**config.mk**
```make
export PLATFORM = sky130hd
export DESIGN_NAME = ex_div_seq
export DESIGN_NICKNAME = d
export VERILOG_FILES = /design/src/rtl/ex_div_seq_pkg.sv /design/src/rtl/ex_div_seq.sv
export SDC_FILE = /design/constraint.sdc
export NUM_CORES = 1
export LEC_CHECK = 0
export ABC_AREA = 1
export BUFFER_PORTS_ARGS = -buffer_cell sky130_fd_sc_hd__buf_2
export CAP_MARGIN = 5
export CORE_ASPECT_RATIO = 1.25
export CORE_MARGIN = 1.5
export CORE_UTILIZATION = 35
export DETAILED_ROUTE_END_ITERATION = 8
export PLACE_DENSITY_LB_ADDON = 0.25
export RECOVER_POWER = 50
export SYNTH_ARGS = -nofsm -noshare
export SYNTH_HDL_FRONTEND = slang
export SYNTH_SLANG_ARGS = --single-unit
```
**constraint.sdc**
```tcl
create_clock -name clk -period 4.45 [get_ports clk]
set_input_delay 0.6675 -clock clk [delete_from_list [all_inputs] [get_ports clk]]
set_output_delay 0.6675 -clock clk [all_outputs]
set_load 0.01 [all_outputs]
```
**src/rtl/ex_div_seq_pkg.sv**
```systemverilog
// Shared types and helpers for the EX-stage iterative divider.
// Holds XLEN, the funct3 codes of the RV64M divide group and the sequencer states.
package ex_div_seq_pkg;

  localparam int XLEN = 64;

  localparam logic [2:0] F3_DIV  = 3'b100;
  localparam logic [2:0] F3_DIVU = 3'b101;
  localparam logic [2:0] F3_REM  = 3'b110;
  localparam logic [2:0] F3_REMU = 3'b111;

  typedef enum logic [1:0] {
    ST_IDLE = 2'd0,
    ST_BUSY = 2'd1,
    ST_DONE = 2'd2
  } div_state_t;

  function automatic logic [XLEN-1:0] sext32(input logic [31:0] v);
    return {{(XLEN-32){v[31]}}, v};
  endfunction

  // W forms always deliver a sign-extended 32-bit result, unsigned ones included.
  function automatic logic [XLEN-1:0] fit(input logic [XLEN-1:0] v, input logic word);
    return word ? sext32(v[31:0]) : v;
  endfunction

endpackage

```
**src/rtl/ex_div_seq.sv**
```systemverilog
// Radix-2 restoring divider for RV64M DIV/DIVU/REM/REMU (+W): N+1 cycles to result (N=64/32), 1 for /0 and MIN/-1.
// Stalls EX while iterating, then holds out_valid_o/result_o until result_ready_i; flush_i aborts at any point.
module ex_div_seq
  import ex_div_seq_pkg::*;
(
  input  logic            clk,
  input  logic            rst_n,
  input  logic            div_valid_i,
  input  logic            flush_i,
  input  logic [2:0]      fun3_i,
  input  logic            is_word_i,
  input  logic [XLEN-1:0] src1_i,
  input  logic [XLEN-1:0] src2_i,
  input  logic            result_ready_i,
  output logic            stall_o,
  output logic            out_valid_o,
  output logic [XLEN-1:0] result_o
);

  div_state_t      state;
  logic [5:0]      cnt;
  logic [XLEN:0]   rem;
  logic [XLEN-1:0] quot;
  logic [XLEN-1:0] dvs;
  logic            neg_q;
  logic            neg_r;
  logic            is_rem;
  logic            is_word;

  logic            op_signed;
  logic            op_rem;
  logic [XLEN-1:0] a_val;
  logic [XLEN-1:0] b_val;
  logic [XLEN-1:0] a_abs;
  logic [XLEN-1:0] b_abs;
  logic [XLEN-1:0] min_val;
  logic [XLEN-1:0] spec_res;
  logic            a_neg;
  logic            b_neg;
  logic            div_zero;
  logic            overflow;

  logic [XLEN+1:0] rem_sh;
  logic [XLEN+1:0] diff;
  logic            take;
  logic [XLEN:0]   rem_nx;
  logic [XLEN-1:0] quot_nx;
  logic [XLEN-1:0] q_fix;
  logic [XLEN-1:0] r_fix;
  logic [XLEN-1:0] fin_res;

  assign stall_o = div_valid_i & ~out_valid_o & ~flush_i;

  // Operand decode: W forms see only the low word, widened according to signedness.
  always_comb begin
    op_signed = (fun3_i == F3_DIV) || (fun3_i == F3_REM);
    op_rem    = (fun3_i == F3_REM) || (fun3_i == F3_REMU);
    if (is_word_i) begin
      a_val = op_signed ? sext32(src1_i[31:0]) : {32'b0, src1_i[31:0]};
      b_val = op_signed ? sext32(src2_i[31:0]) : {32'b0, src2_i[31:0]};
    end else begin
      a_val = src1_i;
      b_val = src2_i;
    end
    min_val  = is_word_i ? sext32(32'h8000_0000) : {1'b1, {(XLEN-1){1'b0}}};
    a_neg    = op_signed & a_val[XLEN-1];
    b_neg    = op_signed & b_val[XLEN-1];
    a_abs    = a_neg ? -a_val : a_val;
    b_abs    = b_neg ? -b_val : b_val;
    div_zero = (b_val == '0);
    overflow = op_signed && (a_val == min_val) && (b_val == '1);
    spec_res = '0;
    if (div_zero) begin
      spec_res = op_rem ? fit(a_val, is_word_i) : '1;
    end else if (overflow) begin
      spec_res = op_rem ? '0 : min_val;
    end
  end

  // One shift-subtract step; the extra top bit of diff carries the borrow.
  always_comb begin
    rem_sh  = {rem, quot[XLEN-1]};
    diff    = rem_sh - {2'b00, dvs};
    take    = ~diff[XLEN+1];
    rem_nx  = take ? diff[XLEN:0] : rem_sh[XLEN:0];
    quot_nx = {quot[XLEN-2:0], take};
    q_fix   = neg_q ? -quot_nx : quot_nx;
    r_fix   = neg_r ? -rem_nx[XLEN-1:0] : rem_nx[XLEN-1:0];
    fin_res = fit(is_rem ? r_fix : q_fix, is_word);
  end

  always_ff @(posedge clk) begin
    if (!rst_n) begin
      state       <= ST_IDLE;
      cnt         <= '0;
      rem         <= '0;
      quot        <= '0;
      dvs         <= '0;
      neg_q       <= 1'b0;
      neg_r       <= 1'b0;
      is_rem      <= 1'b0;
      is_word     <= 1'b0;
      out_valid_o <= 1'b0;
      result_o    <= '0;
    end else if (flush_i) begin
      state       <= ST_IDLE;
      out_valid_o <= 1'b0;
    end else begin
      case (state)
        ST_IDLE: begin
          if (div_valid_i) begin
            if (div_zero || overflow) begin
              result_o    <= spec_res;
              out_valid_o <= 1'b1;
              state       <= ST_DONE;
            end else begin
              // W dividends are parked in the upper half so the MSB-first shift works unchanged.
              quot    <= is_word_i ? {a_abs[31:0], 32'b0} : a_abs;
              dvs     <= b_abs;
              rem     <= '0;
              cnt     <= is_word_i ? 6'd31 : 6'd63;
              neg_q   <= a_neg ^ b_neg;
              neg_r   <= a_neg;
              is_rem  <= op_rem;
              is_word <= is_word_i;
              state   <= ST_BUSY;
            end
          end
        end
        ST_BUSY: begin
          rem  <= rem_nx;
          quot <= quot_nx;
          cnt  <= cnt - 6'd1;
          if (cnt == 6'd0) begin
            result_o    <= fin_res;
            out_valid_o <= 1'b1;
            state       <= ST_DONE;
          end
        end
        ST_DONE: begin
          if (result_ready_i) begin
            out_valid_o <= 1'b0;
            state       <= ST_IDLE;
          end
        end
        default: begin
          out_valid_o <= 1'b0;
          state       <= ST_IDLE;
        end
      endcase
    end
  end

endmodule

```
**Word-level counts from Yosys, hierarchy flattened**

Cells that the tools add are included.

- Register bits: 270
- Bits of input ports: 137
- Word-level logic and storage cells: 96
- Output and inout port bits: 66

- Reductions and logical operators: 15
- Muxes and demuxes: 42
- Eq/ne operators: 12
- Bitwise logic cells: 10
- $add $sub $neg: 6

Operators with widths:

| operator | count |
|---|---|
| $mux 64 | 21 |
| $neg 64->64 | 4 |
| $pmux 64 s2 | 2 |
| $mux 65 | 3 |
| $pmux 65 s2 | 1 |
| $sub 66x64->66 | 1 |
| $eq 64x64->1 | 1 |
| $eq 64x64->1 const B | 1 |
| $logic_not 64->1 | 1 |
| $mux 63 | 1 |
| $mux 6 | 3 |
| $pmux 6 s2 | 1 |
| $reduce_and 4->1 | 3 |
| $ne 2x2->1 const B | 5 |
| $eq 3x3->1 const B | 3 |
| $mux 2 | 4 |
| $logic_not 6->1 | 1 |
| $pmux 2 s3 | 1 |
| $sub 6x1->6 const B | 1 |
| $not 1->1 | 5 |
| $reduce_and 5->1 | 1 |
| $and 1x1->1 | 4 |
| $mux 1 | 4 |
| $logic_or 1x1->1 | 3 |
| other kinds (9) | 10 |

**Logic depth before layout (Yosys ltp)**

- Word-level depth: 12
- Mapped depth: 43
- Gate-level depth less buffers: 40

**Worst setup path before layout**

OpenSTA, ideal clock, no wires.

- Path kind: reg-to-reg
- From: register rem[39]
- To: register result_o[54]
- Path buffers: 3
- Setup slack: -309 ps
- Required time: 4,380 ps
- Clock period less this slack: 4,759 ps
- Stages on the path, launching flop included: 37
- Data arrival time: 4,690 ps
- Path through: dfxtp_1 -> ha_1 -> nand2_2 -> inv_2 -> a21oi_2 -> nand2_1 -> a21oi_1 -> nor2_2 -> nor2_4 -> nand3_2 -> nand2_2 -> buf_4 -> buf_2 -> buf_1 -> ha_1 -> inv_1 -> nor2_1 -> nand2_1 -> nor2_1 -> nand2_1 -> nor2_1 -> nand3_1 -> inv_1 -> nand4_1 -> nor3_1 -> nand2_1 -> nor3_2 -> nand2_1 -> o21ai_1 -> nand2_1 -> a21oi_1 -> o21ai_0 -> nand2_1 -> nand2_1 -> nand2_1 -> nand2_1 -> a21oi_1

- Cells in the longest elaborated chain, start to end: 8
- Elaborated cells between the ends (all ways): 11

RTL lines:

| what | RTL line | RTL |
|---|---|---|
| from (decl) | ex_div_seq.sv:22 | `logic [XLEN:0] rem;` |
| from (signal assigned) | ex_div_seq.sv:131 | `rem <= rem_nx;` |
| $sub 66x64->66 | ex_div_seq.sv:83 | `diff = rem_sh - {2'b00, dvs};` |
| $mux 65 / $not 1->1 (equally long branches) | ex_div_seq.sv:85, ex_div_seq.sv:84 |  |
| $neg 64->64, on equally long branches | ex_div_seq.sv:88, ex_div_seq.sv:87 |  |
| $mux 64, on equally long branches | ex_div_seq.sv:88, ex_div_seq.sv:87 |  |
| $mux 64 (*) | ex_div_seq.sv:89 | `fin_res = fit(is_rem ? r_fix : q_fix, is_word);` |
| $mux 64 (*) | ex_div_seq_pkg.sv:24 | `return word ? sext32(v[31:0]) : v;` |
| $mux 64 (*) | ex_div_seq.sv:134 | `if (cnt == 6'd0) begin` |
| $pmux 64 s2 (*) | ex_div_seq.sv:109 | `case (state)` |
| to (signal assigned) | ex_div_seq.sv:113 | `result_o <= spec_res;` |
| to (signal assigned) | ex_div_seq.sv:135 | `result_o <= fin_res;` |
| to (decl) | ex_div_seq.sv:17 | `output logic [XLEN-1:0] result_o` |

Mark *: on every way between the ends. The rest lies on a longest branch, timed or not. The select of a mux whose other input is x is not followed.
A chain may end at the register's enable or synchronous reset.

**Worst setup path in the final report**

- From: register dvs[59]
- To: register result_o[8]

- Cells in the longest elaborated chain, start to end: 8
- Elaborated cells between the ends (all ways): 11

RTL lines:

| what | RTL line | RTL |
|---|---|---|
| from (decl) | ex_div_seq.sv:24 | `logic [XLEN-1:0] dvs;` |
| from (signal assigned) | ex_div_seq.sv:119 | `dvs <= b_abs;` |
| $sub 66x64->66 (*) | ex_div_seq.sv:83 |  |
| $mux 65 / $not 1->1 (equally long branches) | ex_div_seq.sv:85, ex_div_seq.sv:84 |  |
| $neg 64->64, on equally long branches | ex_div_seq.sv:88, ex_div_seq.sv:87 |  |
| $mux 64, on equally long branches | ex_div_seq.sv:88, ex_div_seq.sv:87 |  |
| $mux 64 (*) | ex_div_seq.sv:89 |  |
| $mux 64 (*) | ex_div_seq_pkg.sv:24 |  |
| $mux 64 (*) | ex_div_seq.sv:134 |  |
| $pmux 64 s2 (*) | ex_div_seq.sv:109 |  |

Marked as above.

==> flow_metrics.tcl <==
set metrics [dict create \
    layout.cells.non_filler 6951 \
    r2r_cells 36 \
    ys_warn_count 0 \
    max_freq_mhz 214 \
    synth-edff-count 0 \
    worstPathArrival_ns 5.19 \
    syn2layout_area_growth_pct 32.0 \
    startpoint_type "register" \
    drv_cap 0 \
    clkTransAtPathRegs_ns 0.06 \
    synth_top_area_cell "nand2_1" \
    hold_violations 0 \
    status "finished with violations" \
    finalSetupTns_ns -1.37 \
    setup_ws_ns -0.218 \
    path_common_cell "buf_4" \
    vias 36451 \
    synthFlopType "dfxtp_1" \
    h-tree-depth 2 \
    die_h_um 320 \
    cpMaxStageDelayCell "dfxtp_1" \
    worst-path-max-fanout 3 \
    grt_setup_unrepaired "yes" \
    maxSlewViolCount 0 \
    post-dp-hpwl_um 118000 \
    synth_top_area_share_pct 21.0 \
    grt_usage_pct 34.2 \
    antenna_left 0 \
    crit_path_max_incr_delay_ns 0.32 \
    cts_tree "done" \
    required_ns 4.98 \
    die_w_um 257 \
    initial_utilization_pct 35.3 \
    finalCritPeriodShare_pct 105 \
    viasPerCell 5.24 \
    synth.avg_cell_area_um2 5.49 \
    rows 116 \
    failed_checks "setup timing" \
    clock_latency_ns 0.61 \
    antenna_found_initial 2 \
    wl_per_cell_um 20.9 \
    drc_errors 0 \
    synth_cells 5131 \
    first_pass_iters 6 \
    slew_headroom_pct 27.5 \
    cts_root_buf "clkbuf_16" \
    drive_above_1_share_pct 20.1 \
    dieArea_um2 82200 \
    yosysUniqueCellTypes 58 \
    overflow 0 \
    endpoint_kind "register" \
    criticalPathCategory "register to register" \
    synth_area_leaders "nand2_1 (21%), dfxtp_1 (19%), inv_1 (8.9%)" \
    peakVddDrop_uv 295 \
    syn-num-nets 5340 \
    hold_buffers 0 \
    powerDensity_nw_per_um2 241 \
    dp.cells 6811 \
    synth-async-reset-ratio_pct 0 \
    drt_iter0_drc 3245 \
    finalCriticalPeriod_ns 4.67 \
    finalSetupViolCount 17 \
    min_path_type "input pin to register" \
    pin_count 203 \
    grt_max_degree 72 \
    yosysSeqAreaShare_pct 19.2 \
    min_delay_path_depth 3 \
    clock-sinks 270 \
    synth-seq-cells 270 \
    port_buffers 202 \
    netlist_area_um2 28200 \
    fin_nets 6069 \
    coreArea_um2 79800 \
    grt_pass1_wl_um 213000 \
    grt_pass1_vias 34910 \
    whs_ns 0.407 \
    cts_inserted_buffers 35 \
    gp_congestion 1.05 \
    cts_buffer_depth 3 \
    tightest_slew_ns 1.09 \
    p_leak_nw 19.2 \
    routed_wl_um 145000 \
    worst_clock_skew_ns 0.0529 \
]
[flip-flops by register name, indices dropped and copies added, names as in the netlist, 2 cells and up]
signal    flops
quot         64
cnt           6
rem          65
state         2
dvs          64
result_o     64
[cell type report]
class / instances / area, um^2
diodes: 2 / 5.00
clock buffers: 47 / 1000
clock inverters: 17 / 228
fillers: 8760 / 42600
inverters: 702 / 2640
multi-input cells: 3943 / 20100
flip-flops and latches: 270 / 5430
well taps: 1062 / 1330
repair buffers: 908 / 6440
[kinds of logic (layout without fill, tap and decap cells)]
family          Yosys count  after routing  share of synthesized area (%)
simple gates           2772           2772                           41.8
compound gates          927            927                           17.7
buf+inv                 918           1674                           12.7
flops                   270            270                           19.2
xor+xnor                172            172                           5.35
fa+ha+maj                72             72                           3.22
other cells               0              2                              0
[through the flow]
stage	total power [mW]	setup WS [ns]	utilization [%]	cell area [um^2]
floorplan	4.28	0.0172	-	28200
global route	9.32	-0.423	46.6	37200
detailed placement	5.64	-0.309	43.4	34700
finish	8.96	-0.218	46.6	37200
global placement	5.64	-0.271	43.4	34700
CTS	8.83	-0.00135	46.1	36800
[final timing paths]
| path | startpoint | endpoint | slack [ns] |
|---|---|---|---|
| setup / recovery | dvs[59] | result_o[8] | -0.22 |
| hold / removal | result_ready_i | state[0] | 0.41 |
| setup reg to reg | dvs[59] | result_o[8] | -0.22 |
| hold reg to reg | result_o[37] | result_o[37] | 0.47 |
[cell usage in the layout (no fill, tap or decap), types with 33 or more instances in the layout]
master / instances
ha_4: 41
nand3_1: 323
inv_1: 662
o21ai_0: 351
dfxtp_1: 254
nand3b_1: 37
nor2_2: 33
nand4_1: 70
nor4_1: 41
buf_2: 135
clkbuf_1: 77
inv_2: 36
clkbuf_16: 35
nor3_1: 80
a21oi_1: 392
xnor2_1: 53
nor2_1: 505
xor2_1: 117
buf_4: 673
nand2_1: 1543
nand2_2: 61
[routing by layer]
layer  wire length (um)  part of all wire, %  GRT usage (%)
met1              54800                   38           38.9
met2              66600                   46           57.3
met3               8860                  6.1           3.96
met4              14600                   10           29.2
met5                  0                    0              0
[synth_stat cells (all sizes together), types with 8 or more instances]
cell       n
dfxtp    270
a211oi    20
nand3b    37
or2       10
a221oi     8
a21oi    413
o21bai    14
o22ai     18
a22oi     12
inv      697
nand2   1617
o211ai    17
nand4     70
a31oi     18
nor2     563
o21ai    380
ha        71
buf       80
o31ai     11
nand3    330
xnor2     54
xor2     118
nor4      45
clkbuf   136
nor3      87
[power by group]
part / internal (mW) / switching, mW
clock: 1.79 / 1.29
sequential: 2.55 / 0.134
combinational: 1.15 / 2.05
[timing repair]
item	4_1_cts	5_1_grt
resized for setup	79	103
setup endpoints to repair	26	49
pin swaps	29	50
setup buffers	62	13
cloned	0	0
[critical path: cells and delay by family (launching register included)]
| family | cells | cell delay, ns |
|---|---|---|
| AO/OA/AOI/OAI | 2 | 0.37 |
| AND/OR/NAND/NOR | 14 | 1.49 |
| adder cells (fa/ha/maj) | 2 | 0.43 |
| flip-flops | 1 | 0.32 |
| buffers and inverters | 18 | 1.99 |
(Power assumes the default switching activity.)
